[config.mk]
export PLATFORM = sky130hd
export DESIGN_NAME = roberto_comando_tx
export DESIGN_NICKNAME = d
export VERILOG_FILES = /design/src/rtl/roberto_pkg.sv /design/src/rtl/tx_serial_7E2.sv /design/src/rtl/roberto_comando_tx.sv
export SDC_FILE = /design/constraint.sdc
export NUM_CORES = 1
export LEC_CHECK = 0
export ABC_AREA = 1
export BUFFER_PORTS_ARGS = -buffer_cell sky130_fd_sc_hd__buf_2
export CAP_MARGIN = 20
export CORE_ASPECT_RATIO = 0.8
export CORE_MARGIN = 3
export CORE_UTILIZATION = 64
export DETAILED_ROUTE_END_ITERATION = 8
export PLACE_DENSITY_LB_ADDON = 0.2
export SETUP_SLACK_MARGIN = 0.02
export SLEW_MARGIN = 10
export SYNTH_ARGS = -nofsm -noshare
export SYNTH_HDL_FRONTEND = slang
export SYNTH_HIERARCHICAL = 1
export SYNTH_SLANG_ARGS = --single-unit
export TNS_END_PERCENT = 10
[constraint.sdc]
create_clock -name clock -period 4.8 [get_ports clock]
set_clock_uncertainty 0.2 [all_clocks]
set_input_delay 0.48 -clock clock [delete_from_list [all_inputs] [get_ports clock]]
set_output_delay 0.48 -clock clock [all_outputs]
set_load 0.02 [all_outputs]
[src/rtl/roberto_pkg.sv]
// Shared definitions for the roberto host-side command transmitter:
// ASCII mapping, frame geometry and sequencer state codes. The state codes
// are shown on a hex 7-segment display, so their numeric values are fixed.
package roberto_pkg;

   // Character mapping: position code 0..7 becomes ASCII '0'..'7'
   localparam logic [6:0] ASCII_ZERO = 7'h30;

   // Number of servo characters per command
   localparam int N_SERVOS = 3;

   // 7E2 frame: start + 7 data + parity + 2 stop
   localparam int BITS_FRAME = 11;

   // Sequencer state codes (also the db_estado debug encoding)
   typedef logic [3:0] estado_t;
   localparam estado_t ST_INICIAL   = 4'd0;
   localparam estado_t ST_CARREGA   = 4'd1;
   localparam estado_t ST_TRANSMITE = 4'd2;
   localparam estado_t ST_PROXIMO   = 4'd3;
   localparam estado_t ST_FINAL     = 4'd4;

   // Convert a 3-bit position code into its ASCII digit
   function automatic logic [6:0] pos_to_ascii(input logic [2:0] pos);
      return ASCII_ZERO + {4'b0000, pos};
   endfunction

   // Even parity bit: makes the total count of ones (data + parity) even
   function automatic logic parity_even(input logic [6:0] data);
      return ^data;
   endfunction

endpackage

[src/rtl/tx_serial_7E2.sv]
// Single-character 7E2 asynchronous serial transmitter.
// Handshake: partida is a one-cycle request, accepted only while idle; dado
// must be valid in that cycle. pronto_char is a one-cycle notice raised one
// clock before the second stop bit ends, so a sequencer that spends one
// cycle reacting to it and one cycle re-arming a registered partida leaves
// exactly two idle cycles on the line between characters.
module tx_serial_7E2
   import roberto_pkg::*;
#(
   parameter int CLKS_PER_BIT = 434
) (
   input  logic       clock,
   input  logic       reset,
   input  logic       partida,
   input  logic [6:0] dado,
   output logic       saida_serial,
   output logic       pronto_char
);

   localparam int TW = $clog2(CLKS_PER_BIT);
   localparam logic [TW-1:0] TICK_LAST = TW'(CLKS_PER_BIT - 1);
   localparam logic [TW-1:0] TICK_WARN = TW'(CLKS_PER_BIT - 2);
   localparam logic [3:0]    BIT_LAST  = 4'(BITS_FRAME - 1);

   logic [BITS_FRAME-1:0] shift_q, shift_d;
   logic                  busy_q, busy_d;
   logic [TW-1:0]         tick_q, tick_d;
   logic [3:0]            bit_q, bit_d;

   // Next-state logic: load a frame on request, then shift one bit per baud period
   always_comb begin
      shift_d = shift_q;
      busy_d  = busy_q;
      tick_d  = tick_q;
      bit_d   = bit_q;
      if (!busy_q) begin
         if (partida) begin
            // LSB leaves first: start(0), data[0..6], parity, stop, stop
            shift_d = {2'b11, parity_even(dado), dado, 1'b0};
            busy_d  = 1'b1;
            tick_d  = '0;
            bit_d   = '0;
         end
      end else if (tick_q == TICK_LAST) begin
         tick_d  = '0;
         shift_d = {1'b1, shift_q[BITS_FRAME-1:1]};
         if (bit_q == BIT_LAST) begin
            busy_d = 1'b0;
         end else begin
            bit_d = bit_q + 4'd1;
         end
      end else begin
         tick_d = tick_q + TW'(1);
      end
   end

   // State registers; reset returns the line to idle immediately
   always_ff @(posedge clock or negedge reset) begin
      if (!reset) begin
         shift_q <= '1;
         busy_q  <= 1'b0;
         tick_q  <= '0;
         bit_q   <= '0;
      end else begin
         shift_q <= shift_d;
         busy_q  <= busy_d;
         tick_q  <= tick_d;
         bit_q   <= bit_d;
      end
   end

   // Line output and early end-of-character notice
   always_comb begin
      saida_serial = busy_q ? shift_q[0] : 1'b1;
      pronto_char  = busy_q && (bit_q == BIT_LAST) && (tick_q == TICK_WARN);
   end

endmodule

[src/rtl/roberto_comando_tx.sv]
// Host-side command transmitter for the roberto robot: on enviar it latches
// three servo position codes and sends them as three ASCII digits (servo 1
// first) in 7E2 frames, then pulses pronto.
// Handshake: enviar is a one-cycle request honoured only in ST_INICIAL;
// ocupado stays high from acceptance until the cycle pronto is high, and any
// request seen while ocupado is high is dropped (no queuing).
module roberto_comando_tx
   import roberto_pkg::*;
#(
   parameter int CLKS_PER_BIT = 434
) (
   input  logic       clock,
   input  logic       reset,
   input  logic       enviar,
   input  logic [2:0] pos1,
   input  logic [2:0] pos2,
   input  logic [2:0] pos3,
   output logic       saida_serial,
   output logic       ocupado,
   output logic       pronto,
   output logic [3:0] db_estado
);

   localparam logic [1:0] CNT_LAST = 2'(N_SERVOS - 1);

   estado_t    state_q, state_d;
   logic [1:0] cnt_q, cnt_d;
   logic [2:0] pos1_q, pos1_d;
   logic [2:0] pos2_q, pos2_d;
   logic [2:0] pos3_q, pos3_d;
   logic       partida_q, partida_d;

   logic [2:0] pos_sel;
   logic [6:0] dado;
   logic       pronto_char;

   // Sequencer: latch, load each character, wait for it, advance, finish
   always_comb begin
      state_d   = state_q;
      cnt_d     = cnt_q;
      pos1_d    = pos1_q;
      pos2_d    = pos2_q;
      pos3_d    = pos3_q;
      partida_d = 1'b0;
      case (state_q)
         ST_INICIAL: begin
            if (enviar) begin
               state_d = ST_CARREGA;
               pos1_d  = pos1;
               pos2_d  = pos2;
               pos3_d  = pos3;
            end
         end
         ST_CARREGA: begin
            partida_d = 1'b1;
            state_d   = ST_TRANSMITE;
         end
         ST_TRANSMITE: begin
            if (pronto_char) begin
               state_d = ST_PROXIMO;
            end
         end
         ST_PROXIMO: begin
            if (cnt_q == CNT_LAST) begin
               state_d = ST_FINAL;
            end else begin
               cnt_d   = cnt_q + 2'd1;
               state_d = ST_CARREGA;
            end
         end
         ST_FINAL: begin
            cnt_d   = '0;
            state_d = ST_INICIAL;
         end
         default: begin
            // Unused codes recover to idle
            cnt_d   = '0;
            state_d = ST_INICIAL;
         end
      endcase
   end

   // Sequencer, counter, position latches and registered start request
   always_ff @(posedge clock or negedge reset) begin
      if (!reset) begin
         state_q   <= ST_INICIAL;
         cnt_q     <= '0;
         pos1_q    <= '0;
         pos2_q    <= '0;
         pos3_q    <= '0;
         partida_q <= 1'b0;
      end else begin
         state_q   <= state_d;
         cnt_q     <= cnt_d;
         pos1_q    <= pos1_d;
         pos2_q    <= pos2_d;
         pos3_q    <= pos3_d;
         partida_q <= partida_d;
      end
   end

   // Character mux: the counter picks which latched position goes out
   always_comb begin
      case (cnt_q)
         2'd0:    pos_sel = pos1_q;
         2'd1:    pos_sel = pos2_q;
         default: pos_sel = pos3_q;
      endcase
      dado = pos_to_ascii(pos_sel);
   end

   // Status outputs derived straight from the state register so reset acts at once
   always_comb begin
      ocupado   = (state_q != ST_INICIAL);
      pronto    = (state_q == ST_FINAL);
      db_estado = state_q;
   end

   tx_serial_7E2 #(
      .CLKS_PER_BIT(CLKS_PER_BIT)
   ) u_tx (
      .clock       (clock),
      .reset       (reset),
      .partida     (partida_q),
      .dado        (dado),
      .saida_serial(saida_serial),
      .pronto_char (pronto_char)
   );

endmodule
After elaboration in Yosys (flattened, before gate mapping)
Index checks and enable logic that the tools add are counted.

Register bits after elaboration: 41. Input port bits: 12. Output and inout bits: 7. Logic and storage cells: 65.

Add/subtract/negate cells: 4. Equal/unequal tests: 14. Multiplexer cells: 23. Bitwise logic cells: 1. Reduce and logical (&&, ||, !) cells: 13.

Operator list (number): 11-bit 2-to-1 mux (3); 9-bit 2-to-1 mux (3); 4-bit 2-to-1 mux (6); 9-bit equality test, second input constant (2); 4-bit case mux with 4 select lines (1); 2-bit != test, second input constant (5); 9-bit by 1-bit adder with 9-bit output, second input constant (1); 4-bit by 2-bit equality test with 1-bit output, second input constant (2); 2-bit AND reduction (4); 6-bit by 3-bit adder with 7-bit output, first input constant (1); 7-bit parity (1); 1-bit 2-to-1 mux (6); 3-bit case mux with 2 select lines (1); 4-bit by 1-bit adder with 4-bit output, second input constant (1); 4-bit by 1-bit equality test with 1-bit output, second input constant (1); 4-bit by 3-bit equality test with 1-bit output, second input constant (1); 4-bit equality test, second input constant (1); 4-bit logical NOT (1); 2-bit case mux with 2 select lines (1); 4-bit nonzero test (1); 3-bit 2-to-1 mux (1); 3-bit AND reduction (1); 3-bit OR reduction (1); 2-bit by 1-bit adder with 2-bit output, second input constant (1); other kinds (7) (8).

Logic depth before layout (Yosys ltp)
Gate-level depths: netlist (run 1).

Depth after elaboration: 6. Gate-level depth with buffers: 14. Mapped depth without buffers: 14.

By module
The synthesis (run 1) kept the hierarchy.

By module, submodules not included: tx_serial_7E2 (instances 1, cells each 186, area an instance 1421.4 um2, seq. area each 586.8 um2); roberto_comando_tx (instances 1, cells each 97, area an instance 807.0 um2, seq. area each 375.4 um2).

Least setup slack after synthesis (run 1)
No wires, ideal clock.

Path type: register to output. Start point: register state_q[2], in the netlist db_estado[2]. End point: output port pronto. Arrival time: 1115 ps. Data required time: 4120 ps. Setup slack: 3005 ps. Cell stages (with the launch flop): 3. Path buffers: 0. Cell sequence: dfrtp_1 inv_1 nor3_1.

Word-level cells in the longest chain between the ends: 1.

RTL lines: start, declared (RTL line roberto_comando_tx.sv:26) `estado_t state_q, state_d;`; start signal, assigned (RTL line roberto_comando_tx.sv:93) `state_q <= state_d;`; 4-bit by 3-bit equality test with 1-bit output (RTL line roberto_comando_tx.sv:115) `pronto = (state_q == ST_FINAL);`; end, declared (RTL line roberto_comando_tx.sv:20) `output logic pronto,`.

Every way passes these cells.

Worst setup path in the final report (run 1)
Start point: register u_tx.busy_q. End point: output port saida_serial.

Word-level cells in the longest chain between the ends: 1.

RTL lines: start, declared (RTL line tx_serial_7E2.sv:26) `logic busy_q, busy_d;`; start signal, assigned (RTL line tx_serial_7E2.sv:66) `busy_q <= busy_d;`; 1-bit 2-to-1 mux (RTL line tx_serial_7E2.sv:74) `saida_serial = busy_q ? shift_q[0] : 1'b1;`; end, declared (RTL line roberto_comando_tx.sv:18) `output logic saida_serial,`.

Every way passes these cells.

==> metrics.md, run 1 <==
| Metric | Value |
|---|---|
| Status | finished clean |
| Worst Path Arrival | between 1500 and 2000 ps |
| Worst Path Max Fanout | 16 |
| Drt first pass iters | 4 |
| Clk sinks | 38 |
| DRC | 0 |
| Post-synthesis mux area share | 0% |
| Share of the synthesized area in the top cell type | about 33% |
| Tmin final | approximately 2300 ps |
| Filler instances | about 240 |
| Ant. Diodes | 0 |
| DP HPWL | 3052 µm |
| Min Hold Slack | 76.86 ps |
| Mean Syn Cell Area | between 7 and 8 µm² |
| Syn Std Cell Area | ~2200 µm² |
| CP max stage cell | dfrtp_1 |
| Worst setup path endpoint | saida_serial |
| Slew HR | 44.71% |
| Pwr Density | 514.1 nW/µm² |
| Critical path class | flop to output pin |
| Total Die Area | 4230 µm² |
| Critical Path Max Stage Delay | 520 ps |
| Vias in the first global route | about 1700 |
| RD Place Congestion | between 0.8 and 0.9 |
| Leading area contributor after synthesis | dfrtp_1 |
| Setup crit start kind | flop |
| Num ports | 19 |
| Clock buffer count from CTS | 5 |
| Total Power | approximately 1.3 mW |
| CTS root buf | clkbuf_8 |
| Core box area | between 3000 and 4000 µm² |
| Syn. warnings | 6 |
| Setup-failing EPs final | 0 |
| Routed WL per cell | 11.82 µm |
| Synth top area cells | dfrtp_1, nand2_1, dfstp_2, inv_1, o21ai_2 |
| Antenna-violating nets left | 0 |
| Synth Register Bits | 38 |
| Leak Pwr | between 1 and 1.5 nW |
| CTS max path bufs | 2 |
| F_max | around 0.44 GHz |
| Row count | 18 |
| Slack of the critical path | about 2500 ps |
| Commonest non-fill, non-tap cell in the layout | nand2_1 |
| Origin of the worst setup path | u_tx/busy_q |
| R2R setup slack | between 2000 and 3000 ps |
| Die Wd | roughly 72 µm |
| Port bufs | 17 |
| Setup TNS | 0 ps |
| Largest net degree at the start of global routing | 39 |
| Worst Setup End Kind | output pin |
| Reg area | 962.2 µm² |
| Sequential area share after synthesis | a little over two fifths |
| Final core utilization | between 70% and 80% |
| Most frequent cells in the layout | nand2_1, inv_1, dfrtp_1 |
| Complex-gate fraction of the synthesized area | around an eighth |
| Total vias in the final route | between 1500 and 2000 |
| GRT Total Usage | between 20% and 30% |
| Crit Reg-Reg Startpoint | cnt_q[0] |
| Routed WL | 4172 µm |
| Initial Utilization | 69.68% |
| Layout cell share with drive strength beyond 1 | about 20% |
| Simple logic cell fraction of the synthesized area | 27.06% |
| Synth Area in Adders | about 4.5% |
| Xor and xnor area share after synthesis | between 1.5 and 2% |
| Antenna violations before repair | 0 |
| GRT Residual Overflow | 0 |
| Clock transition at the registers of the reported paths | 80 ps |
| Maximum vdd drop | 0.4398 mV |
| Post-Synthesis Cells | 283 |
| Setup bufs post-CTS | 0 |
| TritonCTS clock tree | yes |
| Unrepaired setup endpoints after global routing | false |
| Post-CTS resize count | 0 |
| Nets | about 330 |
| Initial DRC Count | approximately 120 |
| Fin crit share | between 40 and 50% |
| Total of max-cap violations | 0 |
| CP required | 4120 ps |
| Global-route wire length before repair | approximately 7500 µm |
| Worst hold path class | primary input to async pin |
| Worst slack, placed | between 2000 and 3000 ps |
| Routed vias/inst | just over 5 |
| Worst r2r dst | u_tx/shift_q[8] |
| Final Max Tran Viols | 0 |
| CTS Hold Bufs | 0 |
| Area growth from synthesis to layout | 9.657% |
| Chip height | roughly 59 µm |
| CTS H-Tree Depth | 2 |
| Tightest Pin Transition | approximately 830 ps |
| Final hold vios | 0 |
| R2R depth | 14 |
| Worst-path cell chain | inv_1 > or2_2 > buf_2 |
| Multi-input gate area | around 1100 µm² |
| Yosys cell types | 28 |
| Largest family of logic cells by synthesized area | simple AND/OR/NAND/NOR gates |
| Skew-Pair Late Insertion Delay | 290 ps |
==> synthesized netlist by cell type, drive strengths merged <==
cell	instances
nand3	20
inv	45
conb	2
xnor2	3
dfrtp	29
nor2	16
xor2	2
a31oi	1
nand4	4
nand2	91
o211ai	1
o21ai	40
nor3	3
or2	1
ha	8
and3	1
buf	5
dfstp	9
o22ai	2
==> cell families (layout without fill, tap and decap cells) <==
logic type / Yosys count / in the layout
buf+inv: 50 / 70
compound gates: 44 / 44
simple gates: 136 / 136
flops: 38 / 38
other cells: 2 / 12
xor+xnor: 5 / 5
fa+ha+maj: 8 / 8
==> layer usage <==
metal / vias up / global-route usage [%] / share of wire (%)
met4: 0 / 7.775 / 1.7
li1: 936 / - / -
met1: 822 / 28.38 / 48
met2: 32 / 39.53 / 47
met3: 9 / 5.119 / 3.5
met5: - / 0 / 0
==> power by group <==
group | internal (mW) | switching, mW
Sequential | 0.424 | 0.0903
Combinational | 0.186 | 0.325
Clock | 0.115 | 0.115
==> worst min path at each step <==
| stage | from | end | slack [ps] | depth (start not counted) |
|---|---|---|---|---|
| floorplan | reset | cnt_q[0] | -20 | 0 |
| global placement | pos2_q[0] | pos2_q[0] | 270 | 2 |
| detailed placement | u_tx/shift_q[0] | u_tx/shift_q[0] | 270 | 2 |
| CTS | reset | u_tx/busy_q | 110 | 1 |
| global route | reset | u_tx/bit_q[3] | 130 | 1 |
| finish | reset | u_tx/tick_q[4] | 80 | 1 |
==> stage by stage <==
stage          std cells  area [µm²]
6_report             353        2444
5_1_grt              353        2444
4_1_cts              353        2444
3_5_place_dp         345        2349
3_3_place_gp         345        2349
2_1_floorplan        293        2266
==> registers in the layout (all words and copies together), names as in the netlist <==
signal        cells
partida_q         1
u_tx/tick_q       9
u_tx/busy_q       1
db_estado         3
pos2_q            3
pos1_q            3
cnt_q             2
u_tx/shift_q      9
u_tx/bit_q        4
pos3_q            3
==> final cells by class <==
class                           instances  area share (%)
Multi-Input combinational cell        205           44.29
Sequential cell                        38           39.38
Inverter                               45           6.912
Timing Repair Buffer                   17           3.482
Clock buffer                            6           3.379
Tap cell                               40           2.048
Clock inverter                          2          0.5120
==> worst max-delay path, delay by kind of cell (launching register included) <==
family	cells	cell delay (ps)
buffers and inverters	2	430
flip-flops	1	520
AND/OR/NAND/NOR	1	330
(Power assumes the default switching activity.)
==> inputs of run 2 (changes only) <==
--- a/config.mk
+++ b/config.mk
@@ -10,7 +10,7 @@
 export CAP_MARGIN = 20
 export CORE_ASPECT_RATIO = 0.8
 export CORE_MARGIN = 3
-export CORE_UTILIZATION = 64
+export CORE_UTILIZATION = 59
 export DETAILED_ROUTE_END_ITERATION = 8
 export PLACE_DENSITY_LB_ADDON = 0.2
 export SETUP_SLACK_MARGIN = 0.02
==> constraint.sdc (replaced) <==
create_clock -name clock -period 2.2 [get_ports clock]
set_clock_uncertainty 0.2 [all_clocks]
set_input_delay 0.22 -clock clock [delete_from_list [all_inputs] [get_ports clock]]
set_output_delay 0.22 -clock clock [all_outputs]
set_load 0.02 [all_outputs]
==> run 2 against run 1 <==
- register-to-register slack worse by 2600 ps
- non-clock buffer count up 13
- clock power grew 110%
- sequential share of layout area decreased by 1.9 points
- highest routed layer unchanged
- largest power group unchanged
- critical path type is now flop to flop
- first-iteration DRC count is 26% lower
- setup slack worse by 2300 ps
- sequential power is 120% higher
- worst hold slack better by 51 ps
==> metrics.md, run 2 (synthesized netlist as in run 1, its figures left out) <==
| Metric | Value |
|---|---|
| Num ports | 19 (unchanged) |
| F_max | around 0.52 GHz |
| Setup TNS | 0 ps (unchanged) |
| Vias in the first global route | 1618 (-7.0%) |
| Unrepaired setup endpoints after global routing | false |
| Total Die Area | 4555 µm² (+7.7%) |
| RD Place Congestion | 0.8609 (+4.6%) |
| Setup bufs post-CTS | 0 (unchanged) |
| Clock buffer count from CTS | 5 (unchanged) |
| Clock transition at the registers of the reported paths | 70 ps (about the same) |
| CTS H-Tree Depth | 2 (unchanged) |
| Ant. Diodes | 0 (unchanged) |
| Clk sinks | 38 (unchanged) |
| Leak Pwr | 1.360 nW (+4.4%) |
| Die Wd | 74.71 µm (+3.8%) |
| Worst Path Buf+Inv | 3 (+1) |
| Final Max Tran Viols | 0 (unchanged) |
| GRT Residual Overflow | 0 (unchanged) |
| Post-CTS resize count | 0 (unchanged) |
| Layout cell share with drive strength beyond 1 | 20.25% (-0.20 points) |
| Crit Reg-Reg Startpoint | cnt_q[0] |
| Antenna-violating nets left | 0 (unchanged) |
| Worst-path cell chain | inv_1 > ha_1 > nor2_1 > nand2_1 > nand3_1 > inv_1 > nand2_1 > nand2_1 > nand2_1 > nand2_1 > nand2_1 > nand3_1 > nand2_1 > inv_1 |
| Core box area | 3518 µm² (+10%) |
| Filler instances | 286 (+20%) |
| Skew-Pair Late Insertion Delay | 290 ps (about the same) |
| Most frequent cells in the layout | nand2_1, inv_1, dfrtp_1 |
| Biggest regs | u_tx/shift_q x9, u_tx/tick_q x9, u_tx/bit_q x4 |
| CTS root buf | clkbuf_8 |
| Worst Setup End Kind | flop |
| Drt first pass iters | 4 (unchanged) |
| Commonest non-fill, non-tap cell in the layout | nand2_1 |
| Antenna violations before repair | 0 (unchanged) |
| Total of max-cap violations | 0 (unchanged) |
| DRC | 0 (unchanged) |
| Final hold vios | 0 (unchanged) |
| CP max stage cell | dfrtp_1 |
| Chip height | 60.97 µm (+3.7%) |
| Routed vias/inst | 4.916 (-3.5%) |
| Fin crit share | 87.49% |
| Pwr Density | 1060 nW/µm² (+110%) |
| Setup-failing EPs final | 0 (unchanged) |
| Worst hold stages | 5 |
| Area post-placement | 2374 µm² (+1.1%) |
| TritonCTS clock tree | yes |
| Tmin final | between 1500 and 2000 ps |
| Area growth from synthesis to layout | 15.10% |
| Hold Crit Endpoint | db_estado[0] |
| Worst Path Max Fanout | 4 (-12) |
| Routed WL | 4155 µm (-0.41%) |
| Total Power | 2.718 mW (+120%) |
| Total vias in the final route | 1809 (+0.56%) |
| DP HPWL | 3114 µm (+2.0%) |
| CTS max path bufs | 2 (unchanged) |
| R2R depth | 14 (unchanged) |
| Levels on crit path | 14 (+11) |
| CTS Hold Bufs | 10 (+10) |
| Nets | 345 (+3.9%) |
| Row count | 19 (+1) |
| Setup crit start kind | flop |
| Hold Crit Start | enviar |
| Worst r2r dst | u_tx/shift_q[8] |
| Largest net degree at the start of global routing | 19 (-51%) |
| Status | finished clean |
| CP required | 2220 ps (-1900 ps) |
| Port bufs | 17 (unchanged) |
| Initial DRC Count | 87 (-26%) |
| Critical path class | flop to flop |
| Initial Utilization | 63.34% (-6.3 points) |
| Global-route wire length before repair | 7314 µm (-1.9%) |
| Delay-heaviest family, CP | simple AND/OR/NAND/NOR gates |
| Critical Path Max Stage Delay | 410 ps (-110 ps) |
| Final instance area | 2565 µm² (+5.0%) |
| Worst hold path class | primary input to flop |
| Worst Path Arrival | 1950 ps (+380 ps) |
| Maximum vdd drop | 0.8087 mV (+84%) |
| R2R setup slack | 280 ps (-2580 ps) |
| CP most frequent cell | nand2_1 |
| GRT Total Usage | 21.40% (-1.4 points) |
| Routed WL per cell | 11.29 µm (-4.5%) |
run 2: cell count changes in the layout (fill, tap and decap cells not counted):
cell | previous run | this run
clkbuf_1 | 0 | 1
dlygate4sd3_1 | 0 | 10
clkinvlp_4 | 1 | 0
buf_4 | 0 | 3
run 2: final cells by class:
| cell class | count | area [µm²] | area share, % |
|---|---|---|---|
| Inverter | 45 | 168.9 | 6.585 |
| Multi-Input combinational cell | 205 | 1082 | 42.20 |
| Clock buffer | 7 | 86.33 | 3.366 |
| Timing Repair Buffer | 30 | 207.7 | 8.098 |
| Tap cell | 42 | 52.55 | 2.049 |
| Sequential cell | 38 | 962.2 | 37.51 |
| Clock inverter | 1 | 5.005 | 0.1951 |
run 2: worst max path at each step:
stage             start         endpoint  slack [ps]
3_3_place_gp   cnt_q[0]  u_tx/shift_q[8]         410
6_report       cnt_q[0]  u_tx/shift_q[8]         280
5_1_grt        cnt_q[0]  u_tx/shift_q[8]          70
3_5_place_dp   cnt_q[0]  u_tx/shift_q[8]         300
4_1_cts        cnt_q[0]  u_tx/shift_q[8]         280
2_1_floorplan  cnt_q[0]  u_tx/shift_q[8]         500
run 2: metrics by stage:
stage | setup slack (ps) | utilization (%) | hold WS [ps] | instances
floorplan | 501.1 | - | -275.6 | 293
global placement | 412.6 | 67.46 | -89.58 | 350
detailed placement | 295.6 | 67.46 | -82.87 | 350
CTS | 279.0 | 72.90 | 122.2 | 368
global route | 67.30 | 72.90 | 152.4 | 368
finish | 275.3 | 72.90 | 127.8 | 368
run 2: routing by layer:
metal	vias to the layer above	share of wire, %	global-route usage [%]
met5	-	0	0
met4	0	0.87	6.091
met3	5	4.4	4.967
met2	36	43	31.66
met1	808	52	31.58
li1	960	-	-
run 2: tightest hold or removal path, cell delays in order:
cell and delay, ps:
buf_2 120, inv_1 50, nand3_1 60, o21ai_0 70, nor2_1 50
run 2: where the power goes:
| group | internal [mW] | switching, mW |
|---|---|---|
| clock network | 0.253 | 0.232 |
| logic | 0.418 | 0.684 |
| registers | 0.925 | 0.205 |
| total | 1.60 | 1.12 |
==> inputs of run 3 (changes only) <==
--- a/config.mk
+++ b/config.mk
@@ -10,13 +10,12 @@
 export CAP_MARGIN = 20
 export CORE_ASPECT_RATIO = 0.8
 export CORE_MARGIN = 3
-export CORE_UTILIZATION = 59
+export CORE_UTILIZATION = 58
 export DETAILED_ROUTE_END_ITERATION = 8
 export PLACE_DENSITY_LB_ADDON = 0.2
 export SETUP_SLACK_MARGIN = 0.02
 export SLEW_MARGIN = 10
 export SYNTH_ARGS = -nofsm -noshare
 export SYNTH_HDL_FRONTEND = slang
-export SYNTH_HIERARCHICAL = 1
 export SYNTH_SLANG_ARGS = --single-unit
 export TNS_END_PERCENT = 10
==> run 3 against run 2 <==
- synthesized cell count decreased by 22%
- first-iteration DRC count rose by 32%
- final area fell by 9.6%
- worst hold slack got worse by 110 ps
- critical path depth down 6
- final cell count is 20% lower
- clock power about the same
- total power decreased by 1.4%
- non-clock buffer count decreased by 1
- sequential power is 8% higher
- utilization decreased by 0.37 points
==> metrics.md, run 3 <==
| Metric | Value |
|---|---|
| Most frequent cells in the layout | nand2_1, dfrtp_1, inv_1 |
| Chip height | 58.48 µm (-4.1%) |
| Share of the synthesized area in the top cell type | 36.34% (+3.8 points) |
| Leading area contributor after synthesis | dfrtp_1 |
| Layout cell share with drive strength beyond 1 | 23.14% (+2.9 points) |
| Fin crit share | 84.98% (-2.5 points) |
| Slew HR | between 40 and 50% |
| Origin of the worst setup path | cnt_q[0] |
| Sequential area share after synthesis | 48.18% (+5.0 points) |
| CTS root buf | clkbuf_8 |
| Tightest Pin Transition | between 800 and 900 ps |
| Synth Register Bits | 38 (unchanged) |
| GRT Total Usage | 19.65% (-1.7 points) |
| Antenna violations before repair | 0 (unchanged) |
| Total Power | 2.679 mW (-1.4%) |
| F_max | 0.5349 GHz (+2.9%) |
| Final Max Tran Viols | 0 (unchanged) |
| Routed vias/inst | 5.064 (+3.0%) |
| Filler instances | 235 (-18%) |
| CP max stage cell | dfrtp_1 |
| Setup TNS | 0 ps (unchanged) |
| Delay-heaviest family, CP | simple AND/OR/NAND/NOR gates |
| Unrepaired setup endpoints after global routing | false |
| Mean Syn Cell Area | 9.077 µm² (+15%) |
| Worst Path Arrival | 1900 ps (-50 ps) |
| Setup-failing EPs final | 0 (unchanged) |
| Antenna-violating nets left | 0 (unchanged) |
| Placed cells | 277 (-21%) |
| DRC | 0 (unchanged) |
| Met3 Use GR | 6.655% (+1.7 points) |
| Reg area | 962.2 µm² (unchanged) |
| Mapped Nets | 240 |
| Worst hold path class | primary input to flop |
| Largest family of logic cells by synthesized area | simple AND/OR/NAND/NOR gates |
| R2R depth | 8 (-6) |
| Biggest regs | u_tx.shift_q x9, u_tx.tick_q x9, u_tx.bit_q x4 |
| Area growth from synthesis to layout | 16.17% |
| Xor and xnor area share after synthesis | 2.632% (+0.67 points) |
| Core box area | 3198 µm² (-9.1%) |
| Ant. Diodes | 0 (unchanged) |
| Met1 GRT Util | 27.35% (-4.2 points) |
| Synth top area cells | dfrtp_1, dfstp_2, nand2_1, mux2_2, ha_1 |
| R2R setup slack | 330 ps (+60 ps) |
| Count leader, synth | nand2_1 |
| Global-route wire length before repair | 6147 µm (-16%) |
| Post-CTS resize count | 0 (unchanged) |
| Complex-gate fraction of the synthesized area | 8.960% (-4.1 points) |
| CTS max path bufs | 2 (unchanged) |
| Status | finished clean |
| Clock buffer count from CTS | 5 (unchanged) |
| Multi-input gate area | 915.9 µm² (-15%) |
| RD Place Congestion | 0.7641 (-11%) |
| Num ports | 19 (unchanged) |
| Worst Path Max Fanout | 5 (+1) |
| Crit Reg-Reg Startpoint | cnt_q[0] |
| Worst r2r dst | u_tx.shift_q[8] |
| Worst setup path endpoint | u_tx.shift_q[8] |
| Vias in the first global route | 1362 (-16%) |
| TritonCTS clock tree | yes |
| Number of synthesized flops with an enable pin | 0 (unchanged) |
| Simple logic cell fraction of the synthesized area | 24.00% (-3.1 points) |
| Met2 Use GR | 28.66% (-3.0 points) |
| Total Die Area | 4187 µm² (-8.1%) |
| Total of max-cap violations | 0 (unchanged) |
| Commonest non-fill, non-tap cell in the layout | nand2_1 |
| Drt first pass iters | 4 (unchanged) |
| Initial Utilization | 62.44% (-0.89 points) |
| Post-synth top flop | dfrtp_1 |
| Global route hottest layer | met2 |
| Yosys cell types | 32 (+14%) |
| Row count | 18 (-1) |
| GRT Residual Overflow | 0 (unchanged) |
| Non-Filler Instances | 295 (-20%) |
| Syn. warnings | 0 (-6) |
| Synth Area in Adders | 5.013% (+0.52 points) |
| Final hold vios | 0 (unchanged) |
| Port bufs | 17 (unchanged) |
| Largest net degree at the start of global routing | 39 (+20) |
| Total vias in the final route | 1494 (-17%) |
| Maximum vdd drop | 0.7091 mV (-12%) |
| Leak Pwr | 1.104 nW (-19%) |
| Clk sinks | 38 (unchanged) |
| Worst Path Buf+Inv | 1 (-2) |
| Critical Path Max Stage Delay | 360 ps (-50 ps) |
| Tmin final | 1870 ps (-55.11 ps) |
| Nets | 274 (-21%) |
| CP required | 2230 ps (about the same) |
| Critical path class | flop to flop |
| DP HPWL | 2630 µm (-16%) |
| Die Wd | 71.60 µm (-4.2%) |
| Pwr Density | 1155 nW/µm² (+9.0%) |
| Routed WL per cell | 12.68 µm (+12%) |
| FFs w/ async S/R, synth | 100.0% (unchanged) |
| Clock transition at the registers of the reported paths | 70 ps (about the same) |
| Post-synthesis mux area share | 5.075% (+5.1 points) |
| Worst Setup End Kind | flop |
| Initial DRC Count | 115 (+32%) |
| Syn Std Cell Area | 1997 µm² (-10%) |
| Setup crit start kind | flop |
| Routed WL | 3742 µm (-9.9%) |
| CTS H-Tree Depth | 2 (unchanged) |
| Worst-path cell chain | inv_1 > ha_1 > nor2_1 > nand2_1 > a21oi_1 > nand3_1 > nand3_1 > nand2_1 |
| Levels on crit path | 8 (-6) |
| Post-synth top cells | nand2_1, dfrtp_1, inv_1 |
| Skew-Pair Late Insertion Delay | 290 ps (about the same) |
| Post-Synthesis Cells | 220 (-22%) |
==> run 3: cell types whose count changed after synthesis, moves of 3 or more <==
cell / before / now
nand3_1: 19 / 11
inv_2: 3 / 0
nand4_1: 4 / 1
nand2_1: 87 / 60
mux2_2: 0 / 9
buf_6: 4 / 1
a21oi_1: 0 / 7
o21ai_0: 23 / 12
o21ai_2: 17 / 4
xor2_1: 2 / 5
inv_1: 42 / 25
==> run 3: repair_timing <==
| action | in CTS | in global routing |
|---|---|---|
| endpoints found under the hold margin | 38 | 0 |
| hold buffers | 10 | 0 |
| setup buffers | 0 | 0 |
==> run 3: worst min path at each step <==
| stage | start | to | slack (ps) | cells after the start |
|---|---|---|---|---|
| after floorplan | reset | cnt_q[0] | -280 | 0 |
| after global placement | reset | u_tx.bit_q[0] | 160 | 1 |
| after detailed placement | reset | u_tx.bit_q[0] | 160 | 1 |
| after CTS | enviar | db_estado[0] | 8 | 3 |
| after global routing | enviar | db_estado[0] | 20 | 3 |
| final | enviar | db_estado[0] | 10 | 3 |
==> run 3: layer usage <==
metal	wire (µm)	part of all wire [%]
met1	1894	51
met2	1641	44
met5	0	0
met4	47	1.3
met3	159	4.2
==> run 3: area by class of cell <==
cell class / instances / share of cell area (%)
Clock buffer: 7 / 3.722
Clock inverter: 1 / 0.2158
Multi-Input combinational cell: 154 / 39.48
Inverter: 26 / 4.315
Tap cell: 40 / 2.158
Timing Repair Buffer: 29 / 8.630
Sequential cell: 38 / 41.48
==> run 3: cell families after synthesis <==
kind of cell / after synthesis
AND/OR/NAND/NOR: 100
AO/OA/AOI/OAI: 30
multiplexers: 9
buffers and inverters: 28
adder cells (fa/ha/maj): 8
XOR/XNOR: 6
other: 1
flip-flops: 38
==> run 3: worst min-delay path: stages <==
cell and delay [ps]:
buf_2 90, o21ai_0 70, nor2_1 80
==> run 3: where the power goes <==
group	internal, mW	switching, mW	total (mW)
logic	0.413	0.558	0.971
clock network	0.253	0.236	0.488
registers	1.01	0.213	1.22
total	1.67	1.01	2.68
==> run 3: through the flow <==
step | cell area (µm²) | util, % | hold WS [ps] | worst slack [ps]
2_1_floorplan | 1997 | - | -275.6 | 598.6
3_3_place_gp | 2128 | 66.55 | 162.3 | 435.6
3_5_place_dp | 2128 | 66.55 | 158.0 | 394.0
4_1_cts | 2320 | 72.54 | 7.846 | 380.0
5_1_grt | 2320 | 72.54 | 23.97 | 253.1
6_report | 2320 | 72.54 | 14.82 | 330.4
